==> config.mk <==
export PLATFORM = sky130hd
export DESIGN_NAME = elevator_scan_ctrl
export DESIGN_NICKNAME = d
export VERILOG_FILES = /design/src/rtl/elevator_pkg.sv /design/src/rtl/elev_timer.sv /design/src/rtl/elevator_scan_ctrl.sv
export SDC_FILE = /design/constraint.sdc
export NUM_CORES = 1
export LEC_CHECK = 0
export CAP_MARGIN = 40
export CORE_ASPECT_RATIO = 1.25
export CORE_MARGIN = 5
export CORE_UTILIZATION = 45
export CTS_CLUSTER_DIAMETER = 80
export DETAILED_ROUTE_END_ITERATION = 7
export MAX_ROUTING_LAYER = met4
export PLACE_DENSITY = 0.75
export SLEW_MARGIN = 10
export SYNTH_ARGS = -nofsm -noshare
export SYNTH_HDL_FRONTEND = slang
export SYNTH_SLANG_ARGS = --single-unit
==> constraint.sdc <==
create_clock -name clk -period 2.9 [get_ports clk]
set_input_delay 0.435 -clock clk [delete_from_list [all_inputs] [get_ports clk]]
set_output_delay 0.435 -clock clk [all_outputs]
set_load 0.01 [all_outputs]
==> src/rtl/elevator_pkg.sv <==
// Shared types and helpers for the SCAN elevator controller.
package elevator_pkg;

    typedef enum logic [1:0] {
        IDLE      = 2'd0,
        MOVING    = 2'd1,
        DOOR_OPEN = 2'd2
    } elev_state_t;

    // Index width for n items, never narrower than one bit.
    function automatic int floor_w(input int n);
        return (n <= 2) ? 1 : $clog2(n);
    endfunction

endpackage

==> src/rtl/elev_timer.sv <==
// Loadable down-counter. The expire output flags the cycle whose clock edge
// completes the count (enabled while the count sits at 1).
module elev_timer #(
    parameter int W = 3
) (
    input  logic         clk,
    input  logic         rst,
    input  logic         load,
    input  logic [W-1:0] load_val,
    input  logic         en,
    output logic         expire
);

    logic [W-1:0] cnt_q;
    logic [W-1:0] cnt_d;

    // Next count: load wins over counting, and the count parks at zero.
    always_comb begin
        cnt_d = cnt_q;
        if (load) begin
            cnt_d = load_val;
        end else if (en && (cnt_q != '0)) begin
            cnt_d = cnt_q - 1'b1;
        end
    end

    // Count register, cleared by reset.
    always_ff @(posedge clk) begin
        if (rst) begin
            cnt_q <= '0;
        end else begin
            cnt_q <= cnt_d;
        end
    end

    // Expire must not depend on load: the controller derives its reload from it.
    assign expire = en && (cnt_q == W'(1));

endmodule

==> src/rtl/elevator_scan_ctrl.sv <==
// SCAN-order elevator controller: latches calls into a pending bitmap, keeps
// travelling while calls remain ahead, reverses otherwise. Travel time per
// floor and door dwell are programmable cycle counts.
module elevator_scan_ctrl
    import elevator_pkg::*;
#(
    parameter  int N_FLOORS     = 8,
    parameter  int FLOOR_CYCLES = 4,
    parameter  int DOOR_CYCLES  = 3,
    localparam int FW           = floor_w(N_FLOORS)
) (
    input  logic                clk,
    input  logic                rst,
    input  logic [FW-1:0]       req_floor,
    input  logic                req_valid,
    output logic [FW-1:0]       curr_floor,
    output logic                door_open,
    output logic                moving,
    output logic                dir_up,
    output logic [N_FLOORS-1:0] pending,
    output logic                req_err
);

    localparam int FSPAN = 1 << FW;
    localparam int TMAX  = (FLOOR_CYCLES > DOOR_CYCLES) ? FLOOR_CYCLES : DOOR_CYCLES;
    localparam int TW    = floor_w(TMAX + 1);
    localparam logic [TW-1:0] FLOOR_LOAD = TW'(FLOOR_CYCLES);
    localparam logic [TW-1:0] DOOR_LOAD  = TW'(DOOR_CYCLES);

    elev_state_t         state_q;
    logic [FW-1:0]       curr_q;
    logic                dir_q;
    logic [N_FLOORS-1:0] pend_q;
    logic                door_q;
    logic                mov_q;
    logic                err_q;

    logic [FSPAN-1:0]    valid_map;
    logic                in_range;
    logic                req_accept;
    logic                recall;
    logic [N_FLOORS-1:0] set_mask;
    logic [N_FLOORS-1:0] pend_set;
    logic [N_FLOORS-1:0] above;
    logic [N_FLOORS-1:0] below;
    logic [N_FLOORS-1:0] clr_curr;
    logic [N_FLOORS-1:0] clr_next;
    logic                ahead;
    logic                behind;
    logic [FW-1:0]       next_floor;
    logic                stop_next;
    logic                idle_open;
    logic                idle_go;
    logic                step;
    logic                travel_load;
    logic                travel_en;
    logic                travel_exp;
    logic                door_load;
    logic                door_en;
    logic                door_exp;

    // Call intake, direction masks and timer control derived from registered state.
    always_comb begin
        // Index codes that name a real floor; avoids a constant-range compare.
        for (int i = 0; i < FSPAN; i++) begin
            valid_map[i] = (i < N_FLOORS);
        end
        in_range   = valid_map[req_floor];
        req_accept = req_valid && in_range;
        // A re-call for the floor whose door is open only extends the dwell.
        recall     = req_accept && (state_q == DOOR_OPEN) && (req_floor == curr_q);

        next_floor = dir_q ? (curr_q + 1'b1) : (curr_q - 1'b1);

        for (int i = 0; i < N_FLOORS; i++) begin
            set_mask[i] = req_accept && !recall && (req_floor == FW'(i));
            above[i]    = (i > int'(curr_q));
            below[i]    = (i < int'(curr_q));
            clr_curr[i] = (curr_q == FW'(i));
            clr_next[i] = (next_floor == FW'(i));
        end
        pend_set = pend_q | set_mask;

        // Ahead/behind look only at registered calls.
        ahead  = dir_q ? |(pend_q & above) : |(pend_q & below);
        behind = dir_q ? |(pend_q & below) : |(pend_q & above);

        // Calls landing on the arrival edge still stop the cabin there.
        stop_next = pend_set[next_floor];

        idle_open   = (state_q == IDLE) && pend_q[curr_q];
        idle_go     = (state_q == IDLE) && !pend_q[curr_q] && (ahead || behind);
        step        = (state_q == MOVING) && travel_exp;

        travel_en   = (state_q == MOVING);
        travel_load = idle_go || (step && !stop_next);
        door_en     = (state_q == DOOR_OPEN);
        door_load   = idle_open || (step && stop_next) || recall;
    end

    elev_timer #(.W(TW)) u_travel_timer (
        .clk      (clk),
        .rst      (rst),
        .load     (travel_load),
        .load_val (FLOOR_LOAD),
        .en       (travel_en),
        .expire   (travel_exp)
    );

    elev_timer #(.W(TW)) u_door_timer (
        .clk      (clk),
        .rst      (rst),
        .load     (door_load),
        .load_val (DOOR_LOAD),
        .en       (door_en),
        .expire   (door_exp)
    );

    // Controller FSM with registered outputs; serving a floor clears its call.
    always_ff @(posedge clk) begin
        if (rst) begin
            state_q <= IDLE;
            curr_q  <= '0;
            dir_q   <= 1'b1;
            pend_q  <= '0;
            door_q  <= 1'b0;
            mov_q   <= 1'b0;
            err_q   <= 1'b0;
        end else begin
            err_q  <= req_valid && !in_range;
            pend_q <= pend_set;
            case (state_q)
                IDLE: begin
                    if (pend_q[curr_q]) begin
                        state_q <= DOOR_OPEN;
                        door_q  <= 1'b1;
                        pend_q  <= pend_set & ~clr_curr;
                    end else if (ahead) begin
                        state_q <= MOVING;
                        mov_q   <= 1'b1;
                    end else if (behind) begin
                        state_q <= MOVING;
                        mov_q   <= 1'b1;
                        dir_q   <= ~dir_q;
                    end
                end
                MOVING: begin
                    if (travel_exp) begin
                        curr_q <= next_floor;
                        if (stop_next) begin
                            state_q <= DOOR_OPEN;
                            mov_q   <= 1'b0;
                            door_q  <= 1'b1;
                            pend_q  <= pend_set & ~clr_next;
                        end
                    end
                end
                DOOR_OPEN: begin
                    if (door_exp && !recall) begin
                        state_q <= IDLE;
                        door_q  <= 1'b0;
                    end
                end
                default: begin
                    state_q <= IDLE;
                    door_q  <= 1'b0;
                    mov_q   <= 1'b0;
                end
            endcase
        end
    end

    assign curr_floor = curr_q;
    assign door_open  = door_q;
    assign moving     = mov_q;
    assign dir_up     = dir_q;
    assign pending    = pend_q;
    assign req_err    = err_q;

endmodule

==> flow_summary.toml, run 1 <==
[status]
status = "complete, no violations"

[min_path]
hold_path_class = "flip-flop to flip-flop"
min_from = "door_open"
hold-path-endpoint = "door_open"
whs_path_depth = 2

[setup_path]
cp_max_fo = 9
rr_endpoint = "pending[4]"
cp_cell_sequence = "inv_1 > buf_4 > ha_1 > xnor2_1 > o21ai_0 > o311a_1 > and3_4 > a32o_2 > nor3_2"
cp.arrival_ns = 2.67
reg2regPathDepth = 9
r2r-start = "curr_floor[0]"
critical_path_class = "flip-flop to flip-flop"
cp-end-kind = "flip-flop"
cp_slowest_cell = "o21ai_0"
critPathLaunchType = "flip-flop"
worst_path_largest_cell_delay_ns = 0.59
crit_required_ns = 3.03
ff2ff_setup_slack_ns = 0.36

[place]
numPortBuffers = 19
hpwl_um = 3640
gp_congestion = 0.986
postPlaceCellArea_um2 = 2080
post-place-ws_ns = 0.289

[yosys]
synth-xor-area-share = 0.0506
ys_seq_area_frac = 0.238
synth_fa_ha_area_frac = 0.0810
muxShareOfSynthArea = 0.0162
synth_top_family_by_area = "compound AO/OA/AOI/OAI gates"
synthFlopType = "dfxtp_1"
synthArstFlopShare = 0
ys_warn_count = 0
syn_area_um2 = 1850
netlist_instances = 222
syn_nets = 240
yosys.area_share.simple = 0.261
synth.avg_cell_area_um2 = 8.35
synth_compound_area_frac = 0.286
synth-seq-cells = 22
synth-edff-count = 0
yosysUniqueCellTypes = 61

[timing]
rsz0062_at_grt = "no"
max_freq_mhz = 394
finalClockSkew_ns = 0.00568
hold_viol = 0
worst_slew_pin_slew_ns = 0.706
finalMaxSlewViolations = 0
fin_tns_setup_ns = 0
fin_ws_ns = 0.360
finalCritPeriodShare = 0.876
setup_viol = 0
period_needed_ns = 2.54
maxSlewHeadroom = 0.525

[final_layout]
drive_above_1_share = 0.152
fillers = 403
n_antenna_cell = 0
layout.nets = 256
area_growth_pct = 16.2
stdcell_area_um2 = 2150

[clocking]
cts.sinks = 22
cts_tree = "done"
root_buffer = "clkbuf_8"
postCtsSetupRepairBufs = 0
h-tree-depth = 1
cts_resized = 0
postCtsHoldBufs = 0
insertion_delay_ns = 0.27
cts_buffer_depth = 2
cts.clk_slew.worst_paths_ns = 0.09
cts_buffers = 3

[grt]
grt_pass1_vias = 1639
grt_pass1_wl_um = 7930
grt_max_degree = 21
antenna_found_initial = 0
grt_use_total = 0.192
overflow = 0

[power]
power_mw = 1.08
p_leak_nw = 0.739
vdd_ir_drop_max_mv = 0.189
power.density_nw_per_um2 = 499

[flow_run]
maxCapViolCount = 0

[routing]
wl_per_cell_um = 16.4
drc = 0
vias = 1768
ant_nets = 0
dr.pass1.iters = 5
routed_wl_um = 4790
vias_per_cell = 6.03
drtIter0Drc = 216

[die]
chipWidth_um = 67.4
rows = 26
die_height_um = 81.7
fp.dieArea_um2 = 5510
start_util = 0.459
core_area_um2 = 4030
io_pins = 21
## synth_stat cells (3+ instances only)
| cell type | number | area (µm²) |
|---|---|---|
| nor2_1 | 19 | 71.3 |
| a211oi_1 | 5 | 37.5 |
| xnor2_1 | 5 | 43.8 |
| o21ai_0 | 5 | 25.0 |
| nor2b_1 | 5 | 31.3 |
| dfxtp_1 | 22 | 440 |
| o22ai_1 | 3 | 18.8 |
| buf_2 | 7 | 35.0 |
| nor3_2 | 3 | 30.0 |
| a32o_1 | 4 | 40.0 |
| nand2_1 | 14 | 52.6 |
| inv_1 | 13 | 48.8 |
| a21oi_1 | 16 | 80.1 |
| mux2i_1 | 3 | 30.0 |
| and2_1 | 5 | 31.3 |
| nor4_2 | 4 | 50.1 |
| ha_1 | 12 | 150 |
| clkbuf_1 | 4 | 15.0 |
| nand2b_1 | 3 | 18.8 |
| nor3_1 | 9 | 45.0 |
| a31oi_1 | 8 | 50.1 |
## kinds of logic (layout without fill, tap and decap cells)
family	count (synthesis)	in the layout
AND/OR/NAND/NOR	79	79
other	1	1
AO/OA/AOI/OAI	69	69
buffers and inverters	27	42
adder cells (fa/ha/maj)	12	12
XOR/XNOR	9	9
flip-flops	22	22
multiplexers	3	3
## critical path: cells and delay by family (launching register included)
family	cells	cell delay, ns
AOI/OAI and AO/OA	3	1.11
xor gates and xnor gates	1	0.11
DFF	1	0.33
and+or+nand+nor	2	0.28
buffers and inverters	2	0.36
adders and majority gates	1	0.21
## metrics by stage
| stage | utilization | instances | hold slack (ns) |
|---|---|---|---|
| finish | 0.534 | 293 | 0.520 |
| global route | 0.534 | 293 | 0.546 |
| CTS | 0.534 | 293 | 0.525 |
| detailed placement | 0.516 | 289 | 0.507 |
| global placement | 0.516 | 289 | 0.510 |
| floorplan | - | 222 | 0.485 |
## registers in the layout (all words and copies together) (netlist names)
name and flops:
state_q 2, door_open 1, curr_floor 3, moving 1, u_travel_timer.cnt_q 3, u_door_timer.cnt_q 3, dir_up 1, pending 8
## placed cells by master (no fill, tap or decap), types with 4 or more instances in the layout
master / Yosys / final
dfxtp_1: 22 / 22
nor2b_1: 5 / 5
a32o_1: 4 / 4
nor4_2: 4 / 4
a31oi_1: 8 / 8
a211oi_1: 5 / 5
ha_1: 12 / 12
xnor2_1: 5 / 5
inv_1: 13 / 13
nand2_1: 14 / 14
o21ai_0: 5 / 5
and2_1: 5 / 5
buf_4: 1 / 5
clkdlybuf4s50_1: 0 / 19
a21oi_1: 16 / 16
nor3_1: 9 / 9
nor2_1: 19 / 19
## metal layers
metal  share of wire  vias up  track usage
li1                -      853            -
met5               0        -            -
met3           0.047       17       0.0219
met4           0.030        0       0.0872
met2            0.49       69        0.322
met1            0.43      829        0.230
## final cells by class
| cell class | count | area [µm²] | area share |
|---|---|---|---|
| clock buffers | 3 | 41.3 | 0.0192 |
| clock inverters | 1 | 30.0 | 0.0139 |
| inverters | 14 | 52.6 | 0.0244 |
| multi-input cells | 173 | 1290 | 0.600 |
| flip-flops and latches | 22 | 440 | 0.205 |
| well taps | 56 | 70.1 | 0.0325 |
| repair buffers | 24 | 228 | 0.106 |
## where the power goes
part	leakage [nW]	total [mW]	switching [mW]	internal (mW)
logic	0.524	0.382	0.214	0.169
clock network	0.0357	0.292	0.107	0.185
registers	0.179	0.401	0.0534	0.348
total	0.739	1.08	0.374	0.701
## worst max path at each step
stage / end / startpoint / slack, ns / cells past startpoint
after floorplan: u_travel_timer.cnt_q[2] / curr_floor[0] / 0.25 / 10
after global placement: pending[4] / req_floor[2] / 0.36 / 7
after detailed placement: pending[4] / req_floor[2] / 0.29 / 7
after CTS: pending[4] / curr_floor[0] / 0.39 / 9
after global routing: u_travel_timer.cnt_q[2] / curr_floor[0] / 0.19 / 8
final: pending[4] / curr_floor[0] / 0.36 / 9
(Power assumes the default switching activity.)
==> run 2, diff against run 1 <==
--- a/config.mk
+++ b/config.mk
@@ -12,7 +12,7 @@
 export CTS_CLUSTER_DIAMETER = 80
 export DETAILED_ROUTE_END_ITERATION = 7
 export MAX_ROUTING_LAYER = met4
-export PLACE_DENSITY = 0.75
+export PLACE_DENSITY_LB_ADDON = 0.1
 export SLEW_MARGIN = 10
 export SYNTH_ARGS = -nofsm -noshare
 export SYNTH_HDL_FRONTEND = slang
==> run 2 against run 1 <==
Net effect:
- combinational power grew 2%
- fmax grew 0.99%
- core utilization shrank 0.40 points
- final area shrank 0.76%
- die area is the same
- non-clock buffer count is the same
- clock skew is essentially flat
- critical path type unchanged
- largest cell class unchanged
==> flow_summary.toml, run 2 (same netlist as run 1, synthesis figures left out) <==
[final_layout]
area_growth_pct = 15.3
largest_reg_flops = 8
mostFrequentLayoutCells = "dfxtp_1, nor2_1, clkdlybuf4s50_1"
n_antenna_cell = 0
finalCoreUtilization = 0.530
final_common_cell = "dfxtp_1"
drive_above_1_share = 0.152
layout.nets = 256
fin_cells = 293

[place]
hpwl_um = 3850
gp_congestion = 0.932
numPortBuffers = 19
dp_cells = 289

[clocking]
cts.clk_slew.worst_paths_ns = 0.08
cts.sinks = 22
postCtsHoldBufs = 0
postCtsSetupRepairBufs = 0
insertion_delay_ns = 0.26
cts_resized = 0
cts_buffers = 3
cts_tree = "done"
h-tree-depth = 1
cts_buffer_depth = 2
root_buffer = "clkbuf_8"

[power]
p_int_mw = 0.638
vdd_ir_drop_max_mv = 0.162
p_leak_nw = 0.732
power.density_nw_per_um2 = 473
p_clk_frac = 0.219
pwr-share-comb = 0.384
power_mw = 1.01
switchingPower_mw = 0.372
seqPwrFrac = 0.397
swShare = 0.369

[die]
fp.dieArea_um2 = 5510
io_pins = 21
core_area_um2 = 4030
die_height_um = 81.7
start_util = 0.459
rows = 26
chipWidth_um = 67.4

[routing]
ant_nets = 0
drtIter0Drc = 127
drc = 0
dr.pass1.iters = 4
wl_per_cell_um = 17.3
routed_wl_um = 5060
vias_per_cell = 5.92
vias = 1734

[min_path]
hold_path_class = "flip-flop to flip-flop"
min_from = "door_open"

[setup_path]
ff2ff_setup_slack_ns = 0.38
critPathLaunchType = "flip-flop"
cp-end-kind = "flip-flop"
cp.arrival_ns = 2.69
critical_path_class = "flip-flop to flip-flop"
cp_max_fo = 9
startpoint = "curr_floor[1]"
r2r-start = "curr_floor[1]"
crit_required_ns = 3.08

[timing]
finalCritPeriodShare = 0.867
hold_viol = 0
worst_slew_pin_slew_ns = 0.656
fin_tns_setup_ns = 0
finalMaxSlewViolations = 0
period_needed_ns = 2.52
finalClockSkew_ns = 0.00613
whs_ns = 0.540
setup_viol = 0
rsz0062_at_grt = "no"
maxSlewHeadroom = 0.558
max_freq_mhz = 398

[grt]
grt_pass1_wl_um = 8460
overflow = 0
grt_use_total = 0.206
grt_pass1_vias = 1709
antenna_found_initial = 0
grt_max_degree = 21

[flow_run]
maxCapViolCount = 0

[status]
status = "complete, no violations"
## run 2: changes by cell type in the layout (fill, tap and decap cells not counted)
cell	delta
clkbuf_8	+1
bufinv_16	-1
## run 2: cell type report
cell class	count	area, µm²
tap	56	70.1
multi-input combinational	173	1290
clock buffer	4	55.1
sequential	22	440
fill	424	1900
inverter	14	52.6
timing repair buffer	24	228
## run 2: worst paths after layout
kind	endpoint	depth (start not counted)
max reg2reg	u_door_timer.cnt_q[2]	9
min reg2reg	door_open	2
max	u_door_timer.cnt_q[2]	9
min	door_open	2
## run 2: metal layers
layer / global-route usage / vias to the layer above / wire [µm]
li1: - / 848 / -
met1: 0.254 / 816 / 2240
met2: 0.342 / 59 / 2480
met3: 0.0260 / 11 / 220
met4: 0.0751 / 0 / 121
met5: - / - / 0
## run 2: worst max-delay path: stages (launching register included)
cell	delay, ns
dfxtp_1	0.35
inv_2	0.09
ha_1	0.35
xnor2_2	0.51
o311ai_2	0.22
o41ai_2	0.12
nor4_4	0.07
buf_4	0.19
a211oi_2	0.29
nor4b_4	0.23
## run 2: power by group through the flow
stage	Sequential [mW]	Clock [mW]	Combinational [mW]
floorplan	0.390	0	0.287
global placement	0.404	0	0.375
detailed placement	0.407	0	0.390
CTS	0.400	0.234	0.391
global route	0.408	0.248	0.430
finish	0.401	0.221	0.388
## run 2: through the flow
stage,worst slack (ns),area (µm²)
6_report,0.385,2140
5_1_grt,0.191,2140
4_1_cts,0.397,2140
3_5_place_dp,0.296,2080
3_3_place_gp,0.343,2080
2_1_floorplan,0.246,1850
==> run 3, diff against run 2 <==
--- a/config.mk
+++ b/config.mk
@@ -7,7 +7,6 @@
 export LEC_CHECK = 0
 export CAP_MARGIN = 40
 export CORE_ASPECT_RATIO = 1.25
-export CORE_MARGIN = 5
 export CORE_UTILIZATION = 45
 export CTS_CLUSTER_DIAMETER = 80
 export DETAILED_ROUTE_END_ITERATION = 7
==> run 3 against run 2 <==
Net effect:
- sequential cell count stayed put
- fmax rose by 0.49%
- count of clock-buffer cells in the layout did not move
- routed wire length shrank 0.95%
- largest power group unchanged
- core utilization is 2.5 points higher
- combinational power barely moved
- die area is 20% lower
- highest routed layer unchanged
- critical path depth fell by 2
==> flow_summary.toml, run 3 (same netlist as run 1, synthesis figures left out) <==
[setup_path]
critPathLaunchType = "flip-flop"
cp-end-kind = "flip-flop"
cp.arrival_ns = 2.66
cp_slowest_cell = "nor4_4"
crit_required_ns = 3.06
cp_cell_sequence = "inv_2 > ha_1 > xnor2_2 > nor4_2 > nor4_4 > nand2_2 > o31a_1"
reg2regPathDepth = 7
cp_max_fo = 9
critical_path_class = "flip-flop to flip-flop"
worst_path_largest_cell_delay_ns = 0.57

[final_layout]
largest_reg_flops = 8
layout.nets = 256
fillers = 371
drive_above_1_share = 0.152
mostFrequentLayoutCells = "dfxtp_1, nor2_1, clkdlybuf4s50_1"
n_antenna_cell = 0
area_growth_pct = 15.2
final_common_cell = "dfxtp_1"
fin_cells = 291

[die]
chipWidth_um = 59.4
fp.dieArea_um2 = 4380
start_util = 0.482
die_height_um = 73.7
rows = 25
core_area_um2 = 3850
io_pins = 21

[clocking]
cts.clk_slew.worst_paths_ns = 0.08
cts.sinks = 22
insertion_delay_ns = 0.27
postCtsHoldBufs = 0
cts_resized = 0
cts_tree = "done"
postCtsSetupRepairBufs = 0
h-tree-depth = 1
root_buffer = "clkbuf_8"
cts_buffers = 3
cts_buffer_depth = 2

[routing]
routed_wl_um = 5010
wl_per_cell_um = 17.2
dr.pass1.iters = 5
ant_nets = 0
vias_per_cell = 6.10
drtIter0Drc = 108
drc = 0
vias = 1774

[timing]
fin_ws_ns = 0.397
whs_ns = 0.531
rsz0062_at_grt = "no"
maxSlewHeadroom = 0.516
hold_viol = 0
fin_tns_setup_ns = 0
finalCritPeriodShare = 0.863
worst_slew_pin_slew_ns = 0.718
setup_viol = 0
max_freq_mhz = 400
finalMaxSlewViolations = 0
period_needed_ns = 2.50
finalClockSkew_ns = 0.00280

[min_path]
hold_path_class = "flip-flop to flip-flop"
whs_path_depth = 2

[place]
gp_congestion = 0.893
numPortBuffers = 19
post-place-ws_ns = 0.303
hpwl_um = 3760
dp_cells = 287

[grt]
grt_use_total = 0.261
antenna_found_initial = 0
overflow = 0
grt_pass1_vias = 1791
grt_max_degree = 21
grt_pass1_wl_um = 8330

[power]
power.density_nw_per_um2 = 476
vdd_ir_drop_max_mv = 0.222
power_mw = 1.02
p_leak_nw = 0.732

[flow_run]
maxCapViolCount = 0

[status]
status = "complete, no violations"
## run 3: cell counts in the layout (fill, tap and decap cells not counted)
No cell type changed its count.
## run 3: through the flow
stage / utilization / cell area (µm²)
floorplan: - / 1850
global placement: 0.540 / 2080
detailed placement: 0.540 / 2080
CTS: 0.555 / 2130
global route: 0.555 / 2130
finish: 0.555 / 2130
## run 3: power by group
group / total [mW] / switching (mW) / internal, mW / leakage [nW]
Sequential: 0.402 / 0.0543 / 0.348 / 0.179
Combinational: 0.385 / 0.217 / 0.168 / 0.524
Clock: 0.228 / 0.107 / 0.121 / 0.0288
Total: 1.02 / 0.378 / 0.637 / 0.732
## run 3: final cells by class
| class | count | area (µm²) | area share |
|---|---|---|---|
| repair buffers | 24 | 228 | 0.107 |
| inverters | 14 | 52.6 | 0.0246 |
| well taps | 54 | 67.6 | 0.0317 |
| clock buffers | 4 | 55.1 | 0.0258 |
| flip-flops and latches | 22 | 440 | 0.206 |
| multi-input cells | 173 | 1290 | 0.605 |
## run 3: path summary, 6_finish.rpt
path	slack, ns	endpoint	startpoint
max	0.40	pending[2]	curr_floor[1]
max reg2reg	0.40	pending[2]	curr_floor[1]
min	0.53	moving	moving
min reg2reg	0.53	moving	moving
## run 3: worst max-delay path, delay by kind of cell (launching register included)
| family | cells | cell delay (ns) |
|---|---|---|
| AO/OA/AOI/OAI | 1 | 0.26 |
| flip-flops | 1 | 0.36 |
| AND/OR/NAND/NOR | 3 | 0.83 |
| XOR/XNOR | 1 | 0.49 |
| adder cells (fa/ha/maj) | 1 | 0.36 |
| buffers and inverters | 1 | 0.09 |
## run 3: routing by layer
| metal | global-route usage | part of all wire |
|---|---|---|
| met4 | 0.114 | 0.017 |
| met5 | - | 0 |
| met2 | 0.454 | 0.51 |
| met1 | 0.297 | 0.44 |
| met3 | 0.0264 | 0.034 |
